`config.mk`:
```
export PLATFORM = sky130hd
export DESIGN_NAME = elapsed_ms_flat
export DESIGN_NICKNAME = d
export VERILOG_FILES = /design/src/rtl/elapsed_ms_pkg.sv /design/src/rtl/elapsed_ms_if.sv /design/src/rtl/elapsed_ms_ms_tick_gen.sv /design/src/rtl/elapsed_ms.sv /design/src/flat_wrapper.sv
export SDC_FILE = /design/constraint.sdc
export NUM_CORES = 1
export LEC_CHECK = 0
export CAP_MARGIN = 20
export CORE_AREA = 2 2 123 89
export DETAILED_ROUTE_END_ITERATION = 10
export DIE_AREA = 0 0 125 91
export HOLD_SLACK_MARGIN = 0.1
export PLACE_DENSITY = 0.49
export SLEW_MARGIN = 25
export SYNTH_ARGS = -nofsm -noshare
export SYNTH_HDL_FRONTEND = slang
export SYNTH_SLANG_ARGS = --single-unit
```
`constraint.sdc`:
```
create_clock -name clk -period 2.65 [get_ports clk]
set_input_delay 0.265 -clock clk [delete_from_list [all_inputs] [get_ports clk]]
set_output_delay 0.265 -clock clk [all_outputs]
set_load 0.03 [all_outputs]
```
`src/rtl/elapsed_ms_pkg.sv`:
```
// Shared millisecond-timing definitions used by the stopwatch and the delay generator.
package elapsed_ms_pkg;

  localparam int unsigned PER_MS_DEFAULT = 50_000;
  localparam int unsigned MS_W           = 16;

  typedef enum logic [1:0] {
    ST_IDLE = 2'd0,
    ST_RUN  = 2'd1
  } state_t;

endpackage

```
`src/rtl/elapsed_ms_if.sv`:
```
// Control and result signals of the millisecond stopwatch.
interface elapsed_ms_if
  import elapsed_ms_pkg::*;
();

  logic            start;
  logic            stop;
  logic            busy;
  logic            done;
  logic            overflow;
  logic [MS_W-1:0] elapsed_ms;
  logic [MS_W-1:0] live_ms;

  modport master (
    output start, stop,
    input  busy, done, overflow, elapsed_ms, live_ms
  );

  modport slave (
    input  start, stop,
    output busy, done, overflow, elapsed_ms, live_ms
  );

endinterface

```
`src/rtl/elapsed_ms_ms_tick_gen.sv`:
```
// Millisecond prescaler: one-cycle tick every PER_MS_COUNTER_VALUE enabled cycles.
module ms_tick_gen #(
  parameter int unsigned PER_MS_COUNTER_VALUE = 50_000
) (
  input  logic clk,
  input  logic rst_n,
  input  logic clr,
  input  logic en,
  output logic tick
);

  localparam int unsigned W = $clog2(PER_MS_COUNTER_VALUE);
  localparam logic [W-1:0] LAST = W'(PER_MS_COUNTER_VALUE - 1);

  logic [W-1:0] sub_cnt;

  assign tick = en && (sub_cnt == LAST);

  // clr dominates en so a restart realigns the phase on the same edge
  always_ff @(posedge clk or negedge rst_n) begin
    if (!rst_n) begin
      sub_cnt <= '0;
    end else if (clr) begin
      sub_cnt <= '0;
    end else if (en) begin
      if (tick) sub_cnt <= '0;
      else      sub_cnt <= sub_cnt + 1'b1;
    end
  end

endmodule

```
`src/rtl/elapsed_ms.sv`:
```
// Millisecond stopwatch: measures start-edge to stop-edge interval in whole ms.
module elapsed_ms
  import elapsed_ms_pkg::*;
#(
  parameter int unsigned PER_MS_COUNTER_VALUE = PER_MS_DEFAULT
) (
  input logic         clk,
  input logic         rst_n,
  elapsed_ms_if.slave bus
);

  state_t          state, state_nx;
  logic            start_q, stop_q;
  logic            start_edge, stop_edge;
  logic            tick, clr;
  logic            done_r, done_nx;
  logic            ovf_r, ovf_nx, ovf_tick;
  logic [MS_W-1:0] live_r, live_nx, live_tick;
  logic [MS_W-1:0] elapsed_r, elapsed_nx;

  assign start_edge = bus.start & ~start_q;
  assign stop_edge  = bus.stop  & ~stop_q;

  ms_tick_gen #(
    .PER_MS_COUNTER_VALUE(PER_MS_COUNTER_VALUE)
  ) u_tick (
    .clk  (clk),
    .rst_n(rst_n),
    .clr  (clr),
    .en   (state == ST_RUN),
    .tick (tick)
  );

  always_ff @(posedge clk or negedge rst_n) begin
    if (!rst_n) begin
      state     <= ST_IDLE;
      start_q   <= 1'b1;
      stop_q    <= 1'b1;
      done_r    <= 1'b0;
      ovf_r     <= 1'b0;
      live_r    <= '0;
      elapsed_r <= '0;
    end else begin
      state     <= state_nx;
      start_q   <= bus.start;
      stop_q    <= bus.stop;
      done_r    <= done_nx;
      ovf_r     <= ovf_nx;
      live_r    <= live_nx;
      elapsed_r <= elapsed_nx;
    end
  end

  always_comb begin
    state_nx   = state;
    done_nx    = 1'b0;
    clr        = 1'b0;
    ovf_nx     = ovf_r;
    live_nx    = live_r;
    elapsed_nx = elapsed_r;
    live_tick  = live_r;
    ovf_tick   = ovf_r;

    // saturating count; a tick at the ceiling only flags overflow
    if (tick) begin
      if (live_r == '1) ovf_tick  = 1'b1;
      else              live_tick = live_r + 1'b1;
    end

    case (state)
      ST_IDLE: begin
        if (start_edge) begin
          clr      = 1'b1;
          live_nx  = '0;
          ovf_nx   = 1'b0;
          state_nx = ST_RUN;
        end
      end
      ST_RUN: begin
        live_nx = live_tick;
        ovf_nx  = ovf_tick;
        if (stop_edge) begin
          elapsed_nx = live_tick;
          done_nx    = 1'b1;
          state_nx   = ST_IDLE;
        end else if (start_edge) begin
          clr     = 1'b1;
          live_nx = '0;
          ovf_nx  = 1'b0;
        end
      end
      default: state_nx = ST_IDLE;
    endcase
  end

  assign bus.busy       = (state == ST_RUN);
  assign bus.done       = done_r;
  assign bus.overflow   = ovf_r;
  assign bus.live_ms    = live_r;
  assign bus.elapsed_ms = elapsed_r;

endmodule

```
`src/flat_wrapper.sv`:
```
// flat-port wrapper written by rule: the top's interface ports become plain ports
module elapsed_ms_flat import elapsed_ms_pkg::*;
#(
  parameter int unsigned PER_MS_COUNTER_VALUE = PER_MS_DEFAULT
)
  (clk, rst_n, bus_start, bus_stop, bus_busy, bus_done, bus_overflow, bus_elapsed_ms, bus_live_ms);
  elapsed_ms_if bus_i ();
  input logic clk;
  input logic rst_n;
  input wire logic [$bits(bus_i.start)-1:0] bus_start;
  input wire logic [$bits(bus_i.stop)-1:0] bus_stop;
  output wire logic [$bits(bus_i.busy)-1:0] bus_busy;
  output wire logic [$bits(bus_i.done)-1:0] bus_done;
  output wire logic [$bits(bus_i.overflow)-1:0] bus_overflow;
  output wire logic [$bits(bus_i.elapsed_ms)-1:0] bus_elapsed_ms;
  output wire logic [$bits(bus_i.live_ms)-1:0] bus_live_ms;
  assign bus_i.start = bus_start;
  assign bus_i.stop = bus_stop;
  assign bus_busy = bus_i.busy;
  assign bus_done = bus_i.done;
  assign bus_overflow = bus_i.overflow;
  assign bus_elapsed_ms = bus_i.elapsed_ms;
  assign bus_live_ms = bus_i.live_ms;
  elapsed_ms #(.PER_MS_COUNTER_VALUE(PER_MS_COUNTER_VALUE)) u_core (.clk(clk), .rst_n(rst_n), .bus(bus_i));
endmodule
```
After elaboration in Yosys (flattened, before gate mapping)
Index checks and enable logic that the tools add are counted.
W data, S select, Z words.

word-level totals
  flip-flop bits (word level) = 54

operators by class
  add/sub/neg operators = 2
  equal/unequal tests = 5
  mux-type cells = 23
  bitwise operators = 4
  reductions and logical operators = 7

operator list
  kind                     count
  $mux W16                 8
  $add A16 B1 Y16 const B  2
  $eq A16 B16 Y1 const B   2
  $pmux W16 S2             1
  $mux W1                  9
  $reduce_and A2 Y1        3
  $mux W2                  2
  $ne A2 B1 Y1 const B     2
  $pmux W1 S2              2
  $pmux W2 S2              1
  $reduce_bool A2 Y1       2
  $and A1 B1 Y1            2
  $eq A2 B1 Y1 const B     1
  $logic_not A2 Y1         1
  $not A1 Y1               2
  $logic_and A1 B1 Y1      1

Depth between registers and ports, before layout
  depth in word-level cells = 6
  depth in mapped cells = 7
  depth with buffers taken out = 6

Hierarchy
A second synthesis with hierarchy kept.

unflattened totals
  cells, all modules = 317
  area total of the unflattened synthesis = 2,952.8 µm²

modules (own cells, without submodules)
  module       instances  cells an instance  area an instance (µm²)
  elapsed_ms   1          228                2,100.8
  ms_tick_gen  1          89                 852.1

Worst setup path before layout
Ideal clock, no wire load.

  path kind = register to register
  from = register u_core.live_r[0] (netlist: u_core.bus.live_ms[0])
  to = register u_core.elapsed_r[9] (netlist: u_core.bus.elapsed_ms[9])
  data arrival time = 2.175 ns
  required time = 2.519 ns
  setup slack = 0.344 ns
  cell stages (with the launch flop) = 8
  period minus slack after synthesis = 2.306 ns
  cells stage by stage = dfrtp_1 > ha_1 > nand3_1 > or4_1 > buf_6 > nand4_1 > xor2_1 > o21ai_1

between the ends
  longest elaborated chain between the ends = 3
  elaborated cells on any way between the ends = 4

RTL lines
  element                                            line                                RTL
  start, declared                                    elapsed_ms.sv:18                    logic [MS_W-1:0] live_r, live_nx, live_tick;
  start signal, assigned                             elapsed_ms.sv:49                    live_r <= live_nx;
  $add A16 B1 Y16 or $eq A16 B16 Y1 (tied branches)  elapsed_ms.sv:67, elapsed_ms.sv:66
  $mux W16 (*)                                       elapsed_ms.sv:66                    if (live_r == '1) ovf_tick = 1'b1;
  $mux W16 (*)                                       elapsed_ms.sv:65                    if (tick) begin
  end signal, assigned                               elapsed_ms.sv:50                    elapsed_r <= elapsed_nx;
  end, declared                                      elapsed_ms.sv:19                    logic [MS_W-1:0] elapsed_r, elapsed_nx;

Every way passes the cells marked *; elsewhere a longest branch is shown, timed or not.
A chain may end at the register's enable or synchronous reset.

Final worst setup path
  from = register u_core.live_r[1] (netlist: u_core.bus.live_ms[1])
  to = register u_core.elapsed_r[2] (netlist: u_core.bus.elapsed_ms[2])

Same word-level chain as after synthesis.

==> impl_results.md <==
- Outcome: finished clean
- Setup CP Type: flop to flop
- Syn-to-layout area delta: 24.6%
- Mean Syn Cell Area: 9.55 um^2
- CTS H-tree depth: 2
- Worst endpoint data arrival time: approximately 2.6 ns
- FILL cells: 1,046
- Worst setup SP type: flop
- Yosys reg bits: 53
- Total gr overflow: 0
- Post-Syn Instances: around 300
- Core footprint: a little over 10,000 um^2
- Worst Path Required: 2.89 ns
- Die X: 125 um
- Layout cells sized above 1: approximately 13%
- EDFF count, synth: 0
- Initial DRC Count: 135
- Final Hold Viols: 0
- Max Fclk: approximately 430 MHz
- Worst-path fanout max: 7
- Clock tree from TritonCTS: done
- Detailed Routing Iterations Pass 1: 4
- Count of cell types in the netlist: 60
- GRT Util Overall: between 10 and 15%
- Top_reg_cell synth: dfrtp_1
- Total wire length: 7730 um
- Largest net degree at the start of global routing: 54
- Power per cell area: 513 nW/um^2
- Yosys top cell by area: dfrtp_1
- CP max stage cell: nor4_4
- First-pass GRT wire length: ~13,000 um
- Final worst clock skew: between 0.003 and 0.004 ns
- Final ANT Viol Nets: 0
- Slew headroom: between 50% and 60%
- Synth Warn #: 0
- Post-CTS sizing: 0
- Final core utilization: between 30% and 40%
- Nets: roughly 350
- Clk root buf: clkbuf_16
- Clk sinks: 53
- Die ar.: about 11,000 um^2
- Crit share post-route: 88.6%
- Levels on crit path: 6
- RSZ-0062 raised after global routing: false
- Most frequent cells after synthesis: 51 x dfrtp_1, 33 x nand2_1, 26 x o21ai_0, 20 x nand3_1, 17 x a21oi_1
- FP Rows: 31
- Initial antenna violation count: 0
- Reg2reg path depth: 6
- Pins Over Slew Limit: 0
- Post-CTS setup buffers: 0
- Crit-path cells: ha_1 -> nand3_1 -> nor4_4 -> nor2_1 -> a311oi_1 -> a21o_1
- Leakage: 1.42 nW
- Vias in the first global route: roughly 2,500
- Die height: between 90 and 100 um
- Dominant cells by area after synthesis: dfrtp_1 44%, o21ai_0 4.5%, nand2_1 4.3%
- Drt drc: 0
- Antenna Cells: 0
- Tot Pwr: 1.86 mW
- Area of the mapped netlist: 2900 um^2
- R2R setup slack: approximately 0.30 ns
- Post-synthesis sequential area ratio: between 40% and 50%
- CTS buffer count: 5
- Final TNS setup: 0 ns
- Clock Path Buffers: 2
- DR vias/cell: between 5 and 6
- Post-route minimum period: around 2.3 ns
- RePlAce Congestion: approximately 0.80
- Worst Max-Slew Pin Slew: slightly above 0.7 ns
- Peak supply drop: 0.223 mV
- Worst R2R Start: u_core.bus.live_ms[1]$_DFFE_PN0P_
- Worst Hold Class: input port to asynchronous set/reset pin
- Critical Path Max Stage Delay: ~0.55 ns
- Final HPWL DP: 5270 um
- I/O Buffers: 38
- Crit path max-delay family: simple AND/OR/NAND/NOR gates
- FF-to-FF End: u_core.bus.elapsed_ms[2]$_DFFE_PN0P_
- Initial core utilization: between 20 and 30%
- Final setup viols: 0
- Top-area cell type share of the netlist area: about 44%
- Max-Cap Viols: 0
- Synthesized Nets: 310
- Ys async rst share: 100%
- WL/cell: roughly 16 um
- Io pins: 39
- Hold_buf cts: 0
- Vias: roughly 2,500
- Worst-Skew Late Latency: just under 0.3 ns
- CP bufs+invs: 0
- Most common cell in the synthesized netlist: dfrtp_1
- Nature of the critical path endpoint: flop
- CTS clk-pin slew, worst paths: 0.07 ns
## cell usage in the layout (no fill, tap or decap), drive strengths merged, types with 9 or more instances in the layout
cell type / instances
o21ai: 31
buf: 16
a31oi: 10
nand2: 34
dfrtp: 51
xnor2: 9
clkdlybuf4s50: 37
nor3: 9
nand3: 20
nor2: 14
a21oi: 17
## layout make-up
class | count | area [um^2] | area share, %
inverter | 6 | 22.5 | 0.623
timing repair buffer | 53 | 500 | 13.8
tap | 132 | 165 | 4.57
clock buffer | 8 | 146 | 4.05
sequential | 53 | 1330 | 36.7
multi-input combinational | 226 | 1450 | 40.2
## how the worst max path moves through the flow
stage / to / from / slack [ns]
3_3_place_gp: u_core.bus.elapsed_ms[9]$_DFFE_PN0P_ / u_core.bus.live_ms[1]$_DFFE_PN0P_ / 0.38
3_5_place_dp: u_core.bus.elapsed_ms[9]$_DFFE_PN0P_ / u_core.bus.live_ms[1]$_DFFE_PN0P_ / 0.32
6_report: u_core.bus.elapsed_ms[2]$_DFFE_PN0P_ / u_core.bus.live_ms[1]$_DFFE_PN0P_ / 0.30
4_1_cts: u_core.bus.elapsed_ms[9]$_DFFE_PN0P_ / u_core.bus.live_ms[1]$_DFFE_PN0P_ / 0.30
5_1_grt: u_core.bus.elapsed_ms[2]$_DFFE_PN0P_ / u_core.bus.live_ms[1]$_DFFE_PN0P_ / 0.13
2_1_floorplan: u_core.bus.elapsed_ms[9]$_DFFE_PN0P_ / u_core.bus.live_ms[0]$_DFFE_PN0P_ / 0.34
## stage by stage
step / hold WS, ns / cells / setup slack [ns] / area [um^2]
after detailed placement: 0.449 / 470 / 0.317 / 3470
after global routing: 0.172 / 478 / 0.130 / 3620
final: 0.0967 / 478 / 0.303 / 3620
after CTS: 0.135 / 478 / 0.303 / 3620
after floorplan: -0.0306 / 304 / 0.344 / 2900
after global placement: 0.445 / 470 / 0.383 / 3470
## metal layers
metal	track usage, %	up-vias	part of all wire, %
li1	-	1217	-
met1	22.5	1209	54
met2	18.7	65	40
met3	3.24	7	5.3
met4	4.35	0	1.2
met5	0	-	0
## registers in the layout, summed over array words and instances, names as in the netlist
| register | count |
|---|---|
| u_core.bus.done | 1 |
| u_core.bus.elapsed_ms | 16 |
| u_core.bus.live_ms | 16 |
| u_core.bus.overflow | 1 |
| u_core.start_q | 1 |
| u_core.state | 1 |
| u_core.stop_q | 1 |
| u_core.u_tick.sub_cnt | 16 |
## logic make-up (layout without fill, tap and decap cells)
logic type      after synthesis  after routing  share of synthesized area [%]
compound gates               85             85                           18.3
mux                           2              2                          0.690
xor+xnor                     13             13                           3.92
flops                        53             53                           45.8
simple gates                124            124                           26.3
buf+inv                      25             67                           4.18
fa+ha+maj                     2              2                          0.862
## power by group
group          switching [mW]  leakage (nW)  internal [mW]  total (mW)
clock network           0.296        0.0712          0.378       0.674
logic                   0.196         0.620         0.0997       0.296
registers              0.0408         0.725          0.845       0.886
total                   0.533          1.42           1.32        1.86
Power figures use the tool's default switching activity.
